## config.mk

```make
export PLATFORM = sky130hd
export DESIGN_NAME = uart_frame_tx
export DESIGN_NICKNAME = d
export VERILOG_FILES = /design/src/rtl/uart_frame_tx_pkg.sv /design/src/rtl/uart_frame_tx_baud_tick_gen.sv /design/src/rtl/uart_frame_tx.sv
export SDC_FILE = /design/constraint.sdc
export NUM_CORES = 1
export LEC_CHECK = 0
export CAP_MARGIN = 20
export CORE_UTILIZATION = 35
export CTS_CLUSTER_SIZE = 40
export DETAILED_ROUTE_END_ITERATION = 6
export GPL_ROUTABILITY_DRIVEN = 0
export PLACE_DENSITY = 0.55
export REMOVE_ABC_BUFFERS = 1
export SETUP_SLACK_MARGIN = 0.4
export SLEW_MARGIN = 20
export SYNTH_ARGS = -nofsm -noshare
export SYNTH_HDL_FRONTEND = slang
export SYNTH_HIERARCHICAL = 1
export SYNTH_SLANG_ARGS = --single-unit
```

## constraint.sdc

```tcl
create_clock -name clock -period 6.9 [get_ports clock]
set_clock_uncertainty 0.05 [all_clocks]
set_input_delay 1.38 -clock clock [delete_from_list [all_inputs] [get_ports clock]]
set_output_delay 1.38 -clock clock [all_outputs]
set_load 0.01 [all_outputs]
```

## src/rtl/uart_frame_tx_pkg.sv

```systemverilog
// Shared definitions for the UART response-frame transmitter and receiver.
// Holds the default bit period, the 3-bit FSM state encoding, the frame
// geometry (two bytes of 8N1), and the byte-pair payload layout.
package uart_frame_tx_pkg;

   // 50 MHz system clock at 9600 baud
   localparam int unsigned CLKS_PER_BIT_DEFAULT = 5208;

   localparam int unsigned BITS_PER_BYTE = 8;
   localparam int unsigned FRAME_BYTES   = 2;
   localparam int unsigned FRAME_W       = FRAME_BYTES * BITS_PER_BYTE;
   localparam int unsigned BIT_CNT_W     = 3;
   localparam int unsigned BYTE_IDX_W    = 1;

   localparam logic [BYTE_IDX_W-1:0] LAST_BYTE_IDX = BYTE_IDX_W'(FRAME_BYTES - 1);
   localparam logic [BIT_CNT_W-1:0]  LAST_BIT_IDX  = BIT_CNT_W'(BITS_PER_BYTE - 1);

   typedef enum logic [2:0] {
      IDLE      = 3'd0,
      START_BIT = 3'd1,
      DATA_BITS = 3'd2,
      STOP_BIT  = 3'd3,
      DONE      = 3'd4
   } uartState_t;

   // First byte sits in the low half so a right shift sends it first, LSB first
   typedef struct packed {
      logic [BITS_PER_BYTE-1:0] byteTwo;
      logic [BITS_PER_BYTE-1:0] byteOne;
   } framePayload_t;

   // Baud counter width; a one-cycle bit period still needs a 1-bit counter
   function automatic int unsigned baudCntWidth(input int unsigned clksPerBit);
      return (clksPerBit > 1) ? $clog2(clksPerBit) : 1;
   endfunction

   function automatic framePayload_t packFrame(input logic [BITS_PER_BYTE-1:0] first,
                                               input logic [BITS_PER_BYTE-1:0] second);
      framePayload_t p;
      p.byteOne = first;
      p.byteTwo = second;
      return p;
   endfunction

endpackage

```

## src/rtl/uart_frame_tx_baud_tick_gen.sv

```systemverilog
// Bit-period timer for the UART transmitter.
// Counts 0..CLKS_PER_BIT-1 while enabled and flags the last cycle of each
// bit period; a synchronous clear realigns the count at frame start.
//   clock   in   system clock
//   reset   in   asynchronous active-low reset
//   clear   in   force count to 0 on the next edge (frame accepted)
//   enable  in   count while a bit is on the line
//   tick_c  out  combinational: high during the final cycle of a bit period
module baud_tick_gen
   import uart_frame_tx_pkg::*;
#(
   parameter int unsigned CLKS_PER_BIT = CLKS_PER_BIT_DEFAULT
) (
   input  logic clock,
   input  logic reset,
   input  logic clear,
   input  logic enable,
   output logic tick_c
);

   localparam int unsigned      CNT_W    = baudCntWidth(CLKS_PER_BIT);
   localparam logic [CNT_W-1:0] CNT_LAST = CNT_W'(CLKS_PER_BIT - 1);

   logic [CNT_W-1:0] count;

   // Period counter, reloads at 0 on every bit boundary
   always_ff @(posedge clock or negedge reset) begin
      if (!reset) begin
         count <= '0;
      end else if (clear) begin
         count <= '0;
      end else if (enable) begin
         if (count == CNT_LAST) begin
            count <= '0;
         end else begin
            count <= count + CNT_W'(1);
         end
      end
   end

   assign tick_c = enable && (count == CNT_LAST);

endmodule

```

## src/rtl/uart_frame_tx.sv

```systemverilog
// Two-byte response-frame UART transmitter (8N1, LSB first).
// On an accepted start the command and value bytes are captured, then sent
// back to back as two 8N1 characters followed by a single-cycle done pulse.
//   clock     in   system clock, rising-edge active
//   reset     in   asynchronous active-low reset
//   start     in   level request, only looked at while idle
//   byte_one  in   [7:0] first byte on the line (response command)
//   byte_two  in   [7:0] second byte on the line (response value)
//   busy      out  registered, high in every state except IDLE
//   tx        out  registered serial line, idle high
//   done      out  registered one-cycle pulse after the second stop bit
module uart_frame_tx
   import uart_frame_tx_pkg::*;
#(
   parameter int unsigned CLKS_PER_BIT = CLKS_PER_BIT_DEFAULT
) (
   input  logic       clock,
   input  logic       reset,
   input  logic       start,
   input  logic [7:0] byte_one,
   input  logic [7:0] byte_two,
   output logic       busy,
   output logic       tx,
   output logic       done
);

   uartState_t             state, nextState;
   logic [FRAME_W-1:0]     shiftReg, nextShift;
   logic [BIT_CNT_W-1:0]   bitCnt, nextBitCnt;
   logic [BYTE_IDX_W-1:0]  byteIdx, nextByteIdx;
   logic                   nextTx;
   logic                   nextBusy;
   logic                   nextDone;
   logic                   frameStart;
   logic                   baudEnable;
   logic                   bitTick;
   framePayload_t          payload;

   assign payload    = packFrame(byte_one, byte_two);
   assign frameStart = (state == IDLE) && start;
   assign baudEnable = (state == START_BIT) || (state == DATA_BITS) || (state == STOP_BIT);

   // Bit-period timing, realigned on the accepting edge
   baud_tick_gen #(
      .CLKS_PER_BIT (CLKS_PER_BIT)
   ) u_baudTickGen (
      .clock  (clock),
      .reset  (reset),
      .clear  (frameStart),
      .enable (baudEnable),
      .tick_c (bitTick)
   );

   // State, datapath and output registers
   always_ff @(posedge clock or negedge reset) begin
      if (!reset) begin
         state    <= IDLE;
         shiftReg <= '0;
         bitCnt   <= '0;
         byteIdx  <= '0;
         tx       <= 1'b1;
         busy     <= 1'b0;
         done     <= 1'b0;
      end else begin
         state    <= nextState;
         shiftReg <= nextShift;
         bitCnt   <= nextBitCnt;
         byteIdx  <= nextByteIdx;
         tx       <= nextTx;
         busy     <= nextBusy;
         done     <= nextDone;
      end
   end

   // Next state; tx/busy/done are computed for the state being entered so the
   // registered outputs line up with it without an extra cycle of lag
   always_comb begin
      nextState   = state;
      nextShift   = shiftReg;
      nextBitCnt  = bitCnt;
      nextByteIdx = byteIdx;
      nextTx      = tx;
      nextDone    = 1'b0;

      case (state)
         IDLE: begin
            nextTx = 1'b1;
            if (start) begin
               nextState   = START_BIT;
               nextShift   = payload;
               nextBitCnt  = '0;
               nextByteIdx = '0;
               nextTx      = 1'b0;
            end
         end

         START_BIT: begin
            if (bitTick) begin
               nextState = DATA_BITS;
               nextTx    = shiftReg[0];
            end
         end

         DATA_BITS: begin
            // Shift on every data boundary, including the last, so the next
            // byte is already in the low bits when its start bit ends
            if (bitTick) begin
               nextShift  = shiftReg >> 1;
               nextBitCnt = bitCnt + BIT_CNT_W'(1);
               if (bitCnt == LAST_BIT_IDX) begin
                  nextState = STOP_BIT;
                  nextTx    = 1'b1;
               end else begin
                  nextTx = shiftReg[1];
               end
            end
         end

         STOP_BIT: begin
            if (bitTick) begin
               if (byteIdx == LAST_BYTE_IDX) begin
                  nextState = DONE;
                  nextTx    = 1'b1;
                  nextDone  = 1'b1;
               end else begin
                  nextState   = START_BIT;
                  nextByteIdx = byteIdx + BYTE_IDX_W'(1);
                  nextTx      = 1'b0;
               end
            end
         end

         DONE: begin
            nextState = IDLE;
            nextTx    = 1'b1;
         end

         default: begin
            nextState = IDLE;
            nextTx    = 1'b1;
         end
      endcase

      nextBusy = (nextState != IDLE);
   end

endmodule

```

* Yosys cells after proc, flatten, opt, wreduce, memory -nomap -nowiden
Cells that the tools add are included.
** Word-level totals
- Memories :: 0
- Input port bits :: 19
- Memory bits (writable) :: 0
- Bits in read-only memories :: 0
- Latch bits :: 0
- Flip-flop bits (word level) :: 39
** Cells by class
- $mul :: 0
- Reduce and logical (&&, ||, !) cells :: 12
- Bitwise operators :: 0
- Divide/modulo/power cells :: 0
- Equal/unequal tests :: 9
- Add/subtract/negate cells :: 3
- Order comparisons :: 0
- Multiplexer cells :: 29
- Shifts and indexed selects :: 0
** Operators with widths (count)
- 2-to-1 mux 13 bit :: 3
- 2-to-1 mux 16 bit :: 2
- one-hot mux 16 bit (2 select lines) :: 1
- 2-to-1 mux 3 bit :: 8
- adder 13 x 1 -> 13 bit (second input constant) :: 1
- == test 13 bit (second input constant) :: 1
- one-hot mux 3 bit (4 select lines) :: 1
- 2-to-1 mux 1 bit :: 11
- AND reduction 3 bit :: 3
- != test 2 bit (second input constant) :: 4
- == test 3 x 2 -> 1 bit (second input constant) :: 2
- one-hot mux 3 bit (2 select lines) :: 1
- nonzero test 2 bit :: 3
- one-hot mux 1 bit (4 select lines) :: 1
- adder 3 x 1 -> 3 bit (second input constant) :: 1
- == test 3 x 1 -> 1 bit (second input constant) :: 1
- == test 3 bit (second input constant) :: 1
- logical NOT 3 bit :: 1
- nonzero test 3 bit :: 1
- logical AND 1 bit :: 2
- logical OR 1 bit :: 2
- one-hot mux 1 bit (2 select lines) :: 1
- adder 1 bit (second input constant) :: 1

* Logic depth before layout (Yosys ltp)
Gate-level depths: netlist of the first run.
- Word-level depth :: 7
- Depth in mapped cells :: 8
- Mapped depth without buffers :: 6

* By module
Netlist of the first run, hierarchy kept.
** By module, submodules not included
- uart_frame_tx :: sequential area each 651.9 µm², times used 1, area each 1388.8 µm², cells an instance 115
- baud_tick_gen :: sequential area each 325.3 µm², times used 1, area each 745.7 µm², cells an instance 75

* Worst setup path before layout of the first run
No wires, ideal clock.
- Kind :: in2reg
- From :: input start
- To :: register u_baudTickGen.count[8]
- Required time :: 6731 ps
- Setup slack :: 4250 ps
- Stages :: 6
- Buffers on the path :: 0
- Arrival :: 2481 ps
- Library setup time :: 119 ps
- Cells stage by stage :: nand2b_1 nor2_1 nor2_1 nor4b_1 xnor2_1 nor2_1
** On the way
- Cells in the longest elaborated chain, start to end :: 2
- Elaborated cells between the ends (all ways) :: 3
- Those cells by class :: mux (1); reduce/logical (2)
** Ends and longest elaborated chain
- start: declaration :: line uart_frame_tx.sv:19 : input logic start,
- logical AND 1 bit (*) :: line uart_frame_tx.sv:40 : assign frameStart = (state == IDLE) && start;
- via frameStart :: line uart_frame_tx.sv:34 : logic frameStart;
- 2-to-1 mux 13 bit / nonzero test 2 bit (equally long branches)
- end signal: assignment :: line uart_frame_tx_baud_tick_gen.sv:36 : count <= count + CNT_W'(1);
- end: declaration :: line uart_frame_tx_baud_tick_gen.sv:24 : logic [CNT_W-1:0] count;
Mark *: on every way through the listed nets, which the timed path passes. The rest lies on a longest branch.
A chain may end at the register's enable or synchronous reset.

* Worst setup path in the final report of the first run
Ends and elaborated chain as after synthesis.

==> impl_metrics.py, run 1 <==
metrics = {
    "floorplan": {
        "die_h_um": 80.10,
        "die_w_um": 80.10,
        "row_count": 28,
        "pin_count": 22,
        "fp.dieArea_um2": 6415,
        "coreArea_um2": 5886,
        "start_util": 0.3627,
    },
    "worst_setup_path": {
        "worstPathMaxFanout": 7,
        "reg2reg_slack_ns": 4.07,
        "cp_cell_sequence": "clkdlybuf4s50_1, nand2b_1, nor2_1, nor2_1, nor4b_1, xnor2_1, nor2_1",
        "worst_path_largest_cell_delay_ns": 0.59,
        "path_buf_inv": 1,
        "crit_family": "simple AND/OR/NAND/NOR gates",
        "rr_startpoint": "state[1]$_DFF_PN0_",
        "cp_common_cell": "nor2_1",
        "worst-r2r-cell-count": 6,
        "r2r_end": "shiftReg[4]$_DFFE_PN0P_",
        "end_kind": "register",
        "critical_path_class": "input pin to register",
        "crit_slowest_cell": "clkdlybuf4s50_1",
        "worstPathArrival_ns": 3.27,
        "worst_setup_path_start_kind": "input pin",
        "path_depth": 7,
        "worst_ep_required_time_ns": 7.02,
    },
    "worst_hold_path": {
        "worst_hold_path.num_cells": 1,
        "hold_path_end": "shiftReg[10]$_DFFE_PN0P_",
        "hold_class": "register to register",
        "hold_start": "shiftReg[10]$_DFFE_PN0P_",
    },
    "drt": {
        "drt_iter0_drc": 91,
        "drc": 0,
        "routed_wl_um": 3971,
        "firstDrtPassIters": 4,
        "via_per_inst": 5.088,
        "dr_total_vias": 1450,
        "ant_nets": 0,
        "avgRoutedWirePerCell_um": 13.93,
    },
    "clocking": {
        "cts_hold_buffers": 0,
        "cts_setup_buffers": 0,
        "cts-resized-gates": 0,
        "h-tree-depth": 2,
        "cts_tree": "built",
        "clk_path_buf_depth": 2,
        "root_buffer": "clkbuf_8",
        "cts-buffers-inserted": 5,
        "worstSkewPairLatency_ns": 0.29,
        "clock_sinks": 39,
        "clk_pin_slew_worst_paths_ns": 0.07,
    },
    "cells_and_area": {
        "final_util": 0.4160,
        "postLayoutCellArea_um2": 2449,
        "multiInputGateArea_um2": 1072,
        "area_growth_pct": 14.71,
        "fin_nets": 231,
        "fill_cells": 564,
        "drive_gt1_frac": 0.1286,
        "antenna_cells": 0,
        "final_cell_mix": "dfrtp_1, mux2_1, clkdlybuf4s50_1",
        "mostFrequentLayoutCell": "dfrtp_1",
        "seq_area_um2": 977.2,
    },
    "logic_synthesis": {
        "synth_warnings": 6,
        "yosysTopAreaCell": "dfrtp_1",
        "synthCells": 190,
        "seq_area_frac_synth": 0.4578,
        "syn_area_um2": 2135,
        "synthArstFlopShare": 1.000,
        "synth_top_area_share": 0.4455,
        "avgSynthCellArea_um2": 11.23,
        "ys.flop_type": "dfrtp_1",
        "synth_edf_count": 0,
        "synth_cell_types": 47,
        "synth-seq-cells": 39,
        "ys_top_cells_by_area": "dfrtp_1, mux2_1, mux2_2, nor2_1, nand2_1",
    },
    "pwr": {
        "total_leakage_power_nw": 1.000,
        "peakVddDrop_v": 0.00008870,
        "power_density_nw_per_um2": 208.4,
    },
    "placement": {
        "dp_hpwl_um": 2625,
        "io_buffers": 21,
        "placed_area_um2": 2367,
    },
    "grt": {
        "antenna_found_initial": 0,
        "grt_overflow": 0,
        "grt_pass1_vias": 1412,
        "use_met2": 0.2051,
        "grt_use_met1": 0.1791,
        "grtUsageTotal": 0.1352,
        "grt_pass1_wl_um": 6630,
        "met3_usage": 0.03864,
        "busiest_layer": "met2",
        "grt_max_degree": 40,
    },
    "timing": {
        "slew_viol_final": 0,
        "period_share": 0.4568,
        "hold_viol": 0,
        "setup_viol": 0,
        "slew_headroom": 0.4178,
        "fin_setup_tns_ns": 0,
        "worst_slew_pin_slew_ns": 0.8733,
        "period_needed_ns": 3.152,
        "rsz0062_at_grt": "no",
        "max_freq_mhz": 317.3,
    },
    "job": {
        "maxCapViolCount": 0,
    },
    "run_status": {
        "status": "complete, no violations",
    },
}
==> cells in the mapped netlist, types with 3 or more instances <==
cell,number
o21ai_0,3
nand3_1,4
o21ai_1,4
xor2_1,5
mux2_1,21
nand2_1,15
a21oi_1,4
buf_6,4
a22o_1,4
xnor2_1,3
inv_1,4
ha_1,3
clkbuf_1,3
a31oi_1,5
dfrtp_1,38
nor3_1,5
mux2_4,3
nor2_1,17
nor2b_1,5
mux2_2,7
==> per-layer routing <==
metal,vias up,share of wire,wire [um]
met5,-,0,0
li1,716,-,-
met2,25,0.44,1749
met1,703,0.51,2020
met4,0,0.015,59
met3,6,0.036,142
==> power breakdown <==
part	switching, mW	internal, mW
clock network	0.0782	0.0710
logic	0.0345	0.0412
registers	0.0326	0.253
==> state kept, by name (all words and copies together), names as in the netlist <==
| name | count |
|---|---|
| done | 1 |
| shiftReg | 16 |
| busy | 1 |
| u_baudTickGen/count | 13 |
| byteIdx | 1 |
| state | 3 |
| tx | 1 |
| bitCnt | 3 |
==> worst max path at each step <==
| stage | from | to |
|---|---|---|
| 2_1_floorplan | start | u_baudTickGen/count[8]$_DFFE_PN0P_ |
| 6_report | start | u_baudTickGen/count[8]$_DFFE_PN0P_ |
| 5_1_grt | start | u_baudTickGen/count[8]$_DFFE_PN0P_ |
| 4_1_cts | start | u_baudTickGen/count[8]$_DFFE_PN0P_ |
| 3_3_place_gp | start | u_baudTickGen/count[8]$_DFFE_PN0P_ |
| 3_5_place_dp | start | u_baudTickGen/count[8]$_DFFE_PN0P_ |
==> final cells by class <==
cell class              count  share of cell area
multi-input cells         137              0.4379
clock buffers               7             0.03117
inverters                   5            0.007665
repair buffers             21             0.08380
clock inverters             1            0.002044
well taps                  75             0.03832
flip-flops and latches     39              0.3991
==> metrics by stage <==
stage / power [mW] / cells / hold slack [ns] / setup slack [ns]
4_1_cts: 0.5182 / 285 / 0.4448 / 3.734
3_5_place_dp: 0.3646 / 277 / 0.4262 / 3.430
3_3_place_gp: 0.3652 / 277 / 0.4201 / 3.504
6_report: 0.5104 / 285 / 0.4410 / 3.748
5_1_grt: 0.5412 / 285 / 0.4656 / 3.620
2_1_floorplan: 0.3335 / 181 / 0.4041 / 4.245
==> kinds of logic after synthesis <==
logic type,share of synthesized area
AOI/OAI and AO/OA,0.1178
DFF,0.4578
buffers and inverters,0.03985
adders and majority gates,0.01759
muxes,0.1688
xor gates and xnor gates,0.03283
and+or+nand+nor,0.1653
Note: power is estimated with default switching activity, not from simulation.
==> inputs of run 2 (changes only) <==
==> constraint.sdc (replaced) <==
create_clock -name clock -period 3.3 [get_ports clock]
set_clock_uncertainty 0.05 [all_clocks]
set_input_delay 0.66 -clock clock [delete_from_list [all_inputs] [get_ports clock]]
set_output_delay 0.66 -clock clock [all_outputs]
set_load 0.01 [all_outputs]
==> run 2 against run 1 <==
Final area rose by 0.72%. Via count rose by 0.21%. Largest power group unchanged. Global-route usage barely moved. Routed wire length fell by 3.2%. Clock power rose by 110%. Core utilization rose by 0.30 points. Clock-buffer cell count fell by 2.
==> impl_metrics.py, run 2 (synthesized netlist as in run 1, its figures left out) <==
metrics = {
    "worst_setup_path": {
        "worstPathMaxFanout": 7,
        "worst_path_largest_cell_delay_ns": 0.59,
        "critical_path_class": "input pin to register",
        "cp_cell_sequence": "clkdlybuf4s50_1, nand2b_1, nor2_1, nor2_1, nor4b_1, xnor2_1, nor2_1",
        "worst_setup_path_start_kind": "input pin",
        "worst_ep_required_time_ns": 3.41,
        "cp_common_cell": "nor2_1",
        "end_kind": "register",
        "crit_slowest_cell": "clkdlybuf4s50_1",
        "worstPathArrival_ns": 2.61,
    },
    "floorplan": {
        "die_w_um": 80.10,
        "coreArea_um2": 5886,
        "pin_count": 22,
        "fp.dieArea_um2": 6415,
        "start_util": 0.3627,
        "die_h_um": 80.10,
        "row_count": 28,
    },
    "clocking": {
        "cts_tree": "built",
        "root_buffer": "clkbuf_8",
        "cts_setup_buffers": 0,
        "cts_hold_buffers": 0,
        "clk_path_buf_depth": 2,
        "cts-resized-gates": 0,
        "clk_pin_slew_worst_paths_ns": 0.08,
        "clock_sinks": 39,
        "h-tree-depth": 2,
        "cts-buffers-inserted": 5,
        "worstSkewPairLatency_ns": 0.29,
    },
    "cells_and_area": {
        "area_growth_pct": 15.53,
        "largest_reg_flops": 16,
        "fill_cells": 589,
        "top_regs": "shiftReg (16), u_baudTickGen/count (13)",
        "antenna_cells": 0,
        "regMostFlops": "shiftReg",
        "fin_nets": 233,
        "drive_gt1_frac": 0.1462,
        "final_cell_mix": "dfrtp_1, mux2_1, clkdlybuf4s50_1",
        "mostFrequentLayoutCell": "dfrtp_1",
    },
    "timing": {
        "max_freq_mhz": 400.1,
        "worst_slack_ns": 0.8005,
        "period_share": 0.7574,
        "fin_setup_tns_ns": 0,
        "rsz0062_at_grt": "no",
        "period_needed_ns": 2.500,
        "slew_headroom": 0.4303,
        "worst_slew_pin_slew_ns": 0.8545,
        "hold_viol": 0,
        "slew_viol_final": 0,
        "setup_viol": 0,
    },
    "drt": {
        "dr_total_vias": 1453,
        "routed_wl_um": 3842,
        "avgRoutedWirePerCell_um": 13.39,
        "via_per_inst": 5.063,
        "firstDrtPassIters": 4,
        "ant_nets": 0,
        "drc": 0,
        "drt_iter0_drc": 63,
    },
    "grt": {
        "grtUsageTotal": 0.1350,
        "grt_max_degree": 40,
        "grt_pass1_vias": 1452,
        "grt_pass1_wl_um": 6637,
        "antenna_found_initial": 0,
        "grt_overflow": 0,
    },
    "pwr": {
        "peakVddDrop_v": 0.0001924,
        "total_leakage_power_nw": 1.017,
        "p_total_mw": 1.058,
        "power_density_nw_per_um2": 429.1,
    },
    "worst_hold_path": {
        "hold_class": "input pin to async pin",
    },
    "run_status": {
        "status": "complete, no violations",
    },
    "placement": {
        "io_buffers": 21,
        "place_ws_ns": 0.5432,
        "dp_hpwl_um": 2660,
    },
    "job": {
        "maxCapViolCount": 0,
    },
}
[run 2: cell types whose count changed in the layout (fill, tap and decap cells not counted), sizes merged]
cell,before,now
clkinv,1,3
clkbuf,7,5
buf,1,3
[run 2: layout make-up]
| cell class | count | area (um^2) | area share |
|---|---|---|---|
| well taps | 75 | 93.84 | 0.03805 |
| clock buffers | 5 | 68.82 | 0.02790 |
| flip-flops and latches | 39 | 977.2 | 0.3962 |
| multi-input cells | 137 | 1072 | 0.4348 |
| repair buffers | 23 | 220.2 | 0.08929 |
| clock inverters | 3 | 15.01 | 0.006088 |
| inverters | 5 | 18.77 | 0.007610 |
[run 2: critical path: cells and delay by family]
family                 cells  cell delay, ns
AND/OR/NAND/NOR            5            1.18
XOR/XNOR                   1            0.17
buffers and inverters      1            0.59
[run 2: power breakdown]
group	leakage [nW]	switching (mW)	total [mW]	internal (mW)
sequential	0.470	0.0653	0.594	0.529
combinational	0.499	0.0691	0.155	0.0861
clock	0.0477	0.164	0.309	0.145
total	1.02	0.298	1.06	0.760
[run 2: path summary, 6_finish.rpt]
| path | from | to | slack, ns | cells past startpoint |
|---|---|---|---|---|
| min in group clock | shiftReg[14]$_DFFE_PN0P_ | shiftReg[14]$_DFFE_PN0P_ | 0.44 | 1 |
| setup reg to reg | state[0]$_DFF_PN0_ | shiftReg[5]$_DFFE_PN0P_ | 0.84 | 6 |
| hold reg to reg | shiftReg[14]$_DFFE_PN0P_ | shiftReg[14]$_DFFE_PN0P_ | 0.44 | 1 |
| max in group asynchronous | reset | u_baudTickGen/count[12]$_DFFE_PN0P_ | 2.24 | 1 |
| setup / recovery | start | u_baudTickGen/count[8]$_DFFE_PN0P_ | 0.80 | 7 |
| hold / removal | reset | busy$_DFF_PN0_ | 0.43 | 1 |
[run 2: through the flow]
| step | util | hold WS, ns | cells | instance area (um^2) |
|---|---|---|---|---|
| detailed placement | 0.4048 | 0.4255 | 279 | 2382 |
| floorplan | - | 0.3144 | 181 | 2068 |
| CTS | 0.4190 | 0.4433 | 287 | 2466 |
| finish | 0.4190 | 0.4283 | 287 | 2466 |
| global placement | 0.4048 | 0.4197 | 279 | 2382 |
| global route | 0.4190 | 0.4671 | 287 | 2466 |
[run 2: layer usage]
metal | share of wire | vias up | global-route usage
li1 | - | 730 | -
met1 | 0.53 | 700 | 0.1822
met2 | 0.43 | 19 | 0.2077
met3 | 0.030 | 4 | 0.03409
met4 | 0.010 | 0 | 0.05000
met5 | 0 | - | 0
==> inputs of run 3 (changes only) <==
==> constraint.sdc (replaced) <==
create_clock -name clock -period 2.39 [get_ports clock]
set_clock_uncertainty 0.05 [all_clocks]
set_input_delay 0.478 -clock clock [delete_from_list [all_inputs] [get_ports clock]]
set_output_delay 0.478 -clock clock [all_outputs]
set_load 0.01 [all_outputs]
==> run 3 against run 2 <==
Sequential power increased by 39%. Clock power increased by 110%. Via count increased by 5.2%. Combinational power increased by 70%. Critical path depth unchanged. First-iteration DRC count increased by 7.9%. Die area unchanged. Routed wire length increased by 9.0%. Final area increased by 8.9%. Largest power group unchanged. Worst setup slack got worse by 0.41 ns.
==> impl_metrics.py, run 3 (synthesized netlist as in run 1, its figures left out) <==
metrics = {
    "worst_setup_path": {
        "critPathLaunch": "u_baudTickGen/count[0]$_DFFE_PN0P_",
        "endpoint": "shiftReg[8]$_DFFE_PN0P_",
        "rr_startpoint": "u_baudTickGen/count[0]$_DFFE_PN0P_",
        "worst_setup_path_start_kind": "register",
        "end_kind": "register",
        "path_buf_inv": 1,
        "path_depth": 7,
        "r2r_end": "shiftReg[8]$_DFFE_PN0P_",
        "crit_slowest_cell": "dfrtp_1",
        "crit_family": "simple AND/OR/NAND/NOR gates",
        "worstPathMaxFanout": 16,
        "reg2reg_slack_ns": 0.39,
        "worst_path_largest_cell_delay_ns": 0.40,
        "critical_path_class": "register to register",
        "cp_cell_sequence": "ha_4, and4b_2, and4_4, nand2_2, a21oi_4, buf_12, mux2_2",
        "worst_ep_required_time_ns": 2.52,
        "worstPathArrival_ns": 2.13,
        "worst-r2r-cell-count": 7,
    },
    "drt": {
        "ant_nets": 0,
        "via_per_inst": 5.043,
        "dr_total_vias": 1528,
        "drc": 0,
        "firstDrtPassIters": 4,
        "routed_wl_um": 4186,
        "avgRoutedWirePerCell_um": 13.82,
        "drt_iter0_drc": 68,
    },
    "cells_and_area": {
        "area_growth_pct": 25.79,
        "final_cells": 303,
        "largest_reg_flops": 16,
        "drive_gt1_frac": 0.2368,
        "final_cell_mix": "dfrtp_1, mux2_1, clkdlybuf4s50_1",
        "fin_nets": 249,
        "fill_cells": 558,
        "top_regs": "shiftReg (16), u_baudTickGen/count (13)",
        "mostFrequentLayoutCell": "dfrtp_1",
        "regMostFlops": "shiftReg",
        "antenna_cells": 0,
    },
    "clocking": {
        "clk_path_buf_depth": 2,
        "clock_sinks": 39,
        "h-tree-depth": 2,
        "cts_hold_buffers": 0,
        "worstSkewPairLatency_ns": 0.29,
        "cts_tree": "built",
        "root_buffer": "clkbuf_8",
        "clk_pin_slew_worst_paths_ns": 0.08,
        "cts-buffers-inserted": 5,
    },
    "timing": {
        "slew_viol_final": 0,
        "worst_slew_pin_slew_ns": 0.4053,
        "slew_headroom": 0.7295,
        "hold_viol": 0,
        "period_needed_ns": 1.999,
        "period_share": 0.8366,
        "setup_viol": 0,
        "holdWs_ns": 0.03107,
        "max_freq_mhz": 500.2,
        "fin_setup_tns_ns": 0,
        "rsz0062_at_grt": "yes",
    },
    "floorplan": {
        "die_w_um": 80.10,
        "start_util": 0.3627,
        "die_h_um": 80.10,
        "row_count": 28,
        "pin_count": 22,
        "coreArea_um2": 5886,
        "fp.dieArea_um2": 6415,
    },
    "worst_hold_path": {
        "hold_class": "input pin to async pin",
    },
    "placement": {
        "dp_hpwl_um": 2785,
        "io_buffers": 21,
        "placed_cells": 289,
    },
    "grt": {
        "grt_pass1_vias": 1431,
        "grt_overflow": 0,
        "grtUsageTotal": 0.1403,
        "grt_pass1_wl_um": 6879,
        "grt_max_degree": 18,
        "antenna_found_initial": 0,
    },
    "job": {
        "maxCapViolCount": 0,
    },
    "pwr": {
        "peakVddDrop_v": 0.0003340,
        "p_total_mw": 1.748,
        "power_density_nw_per_um2": 651.0,
        "total_leakage_power_nw": 1.119,
    },
    "run_status": {
        "status": "complete, no violations",
    },
}
[run 3: power by group]
| group | switching, mW | internal, mW |
|---|---|---|
| logic | 0.111 | 0.153 |
| registers | 0.0935 | 0.732 |
| clock network | 0.243 | 0.416 |
| total | 0.447 | 1.30 |
[run 3: layout make-up]
cell class	count	area, um^2	share of cell area
timing repair buffer	39	352.8	0.1314
clock inverter	3	67.56	0.02516
clock buffer	5	68.82	0.02563
multi-input combinational	137	1105	0.4115
sequential	39	978.4	0.3644
inverter	5	18.77	0.006990
tap	75	93.84	0.03495
[run 3: worst min-delay path by stage]
stage               start                        to  slack, ns  cells after the start
finish              reset       byteIdx$_DFFE_PN0P_       0.03                      1
global route        reset  shiftReg[13]$_DFFE_PN0P_       0.05                      1
floorplan           reset     bitCnt[0]$_DFFE_PN0P_       0.13                      0
detailed placement  reset     bitCnt[2]$_DFFE_PN0P_       0.36                      1
global placement    reset     bitCnt[1]$_DFFE_PN0P_       0.37                      1
CTS                 reset     bitCnt[2]$_DFFE_PN0P_       0.04                      1
[run 3: per-stage QoR]
stage,utilization,area [um^2],worst slack [ns]
after floorplan,-,2068,0.02115
after detailed placement,0.4196,2470,0.1165
final,0.4562,2685,0.3906
after CTS,0.4505,2651,0.3745
after global routing,0.4562,2685,0.3393
after global placement,0.4196,2470,0.1772
[run 3: per-layer routing]
| metal | up-vias | part of all wire | GRT usage |
|---|---|---|---|
| li1 | 756 | - | - |
| met1 | 740 | 0.48 | 0.1896 |
| met2 | 26 | 0.47 | 0.2145 |
| met3 | 6 | 0.038 | 0.03523 |
| met4 | 0 | 0.014 | 0.05357 |
| met5 | - | 0 | 0 |
[run 3: repair_timing]
| item | CTS | global route |
|---|---|---|
| buffers inserted | 3 | 3 |
| resized for setup | 4 | 5 |
| setup endpoints to repair | 15 | 20 |
| pin swaps | 1 | 1 |
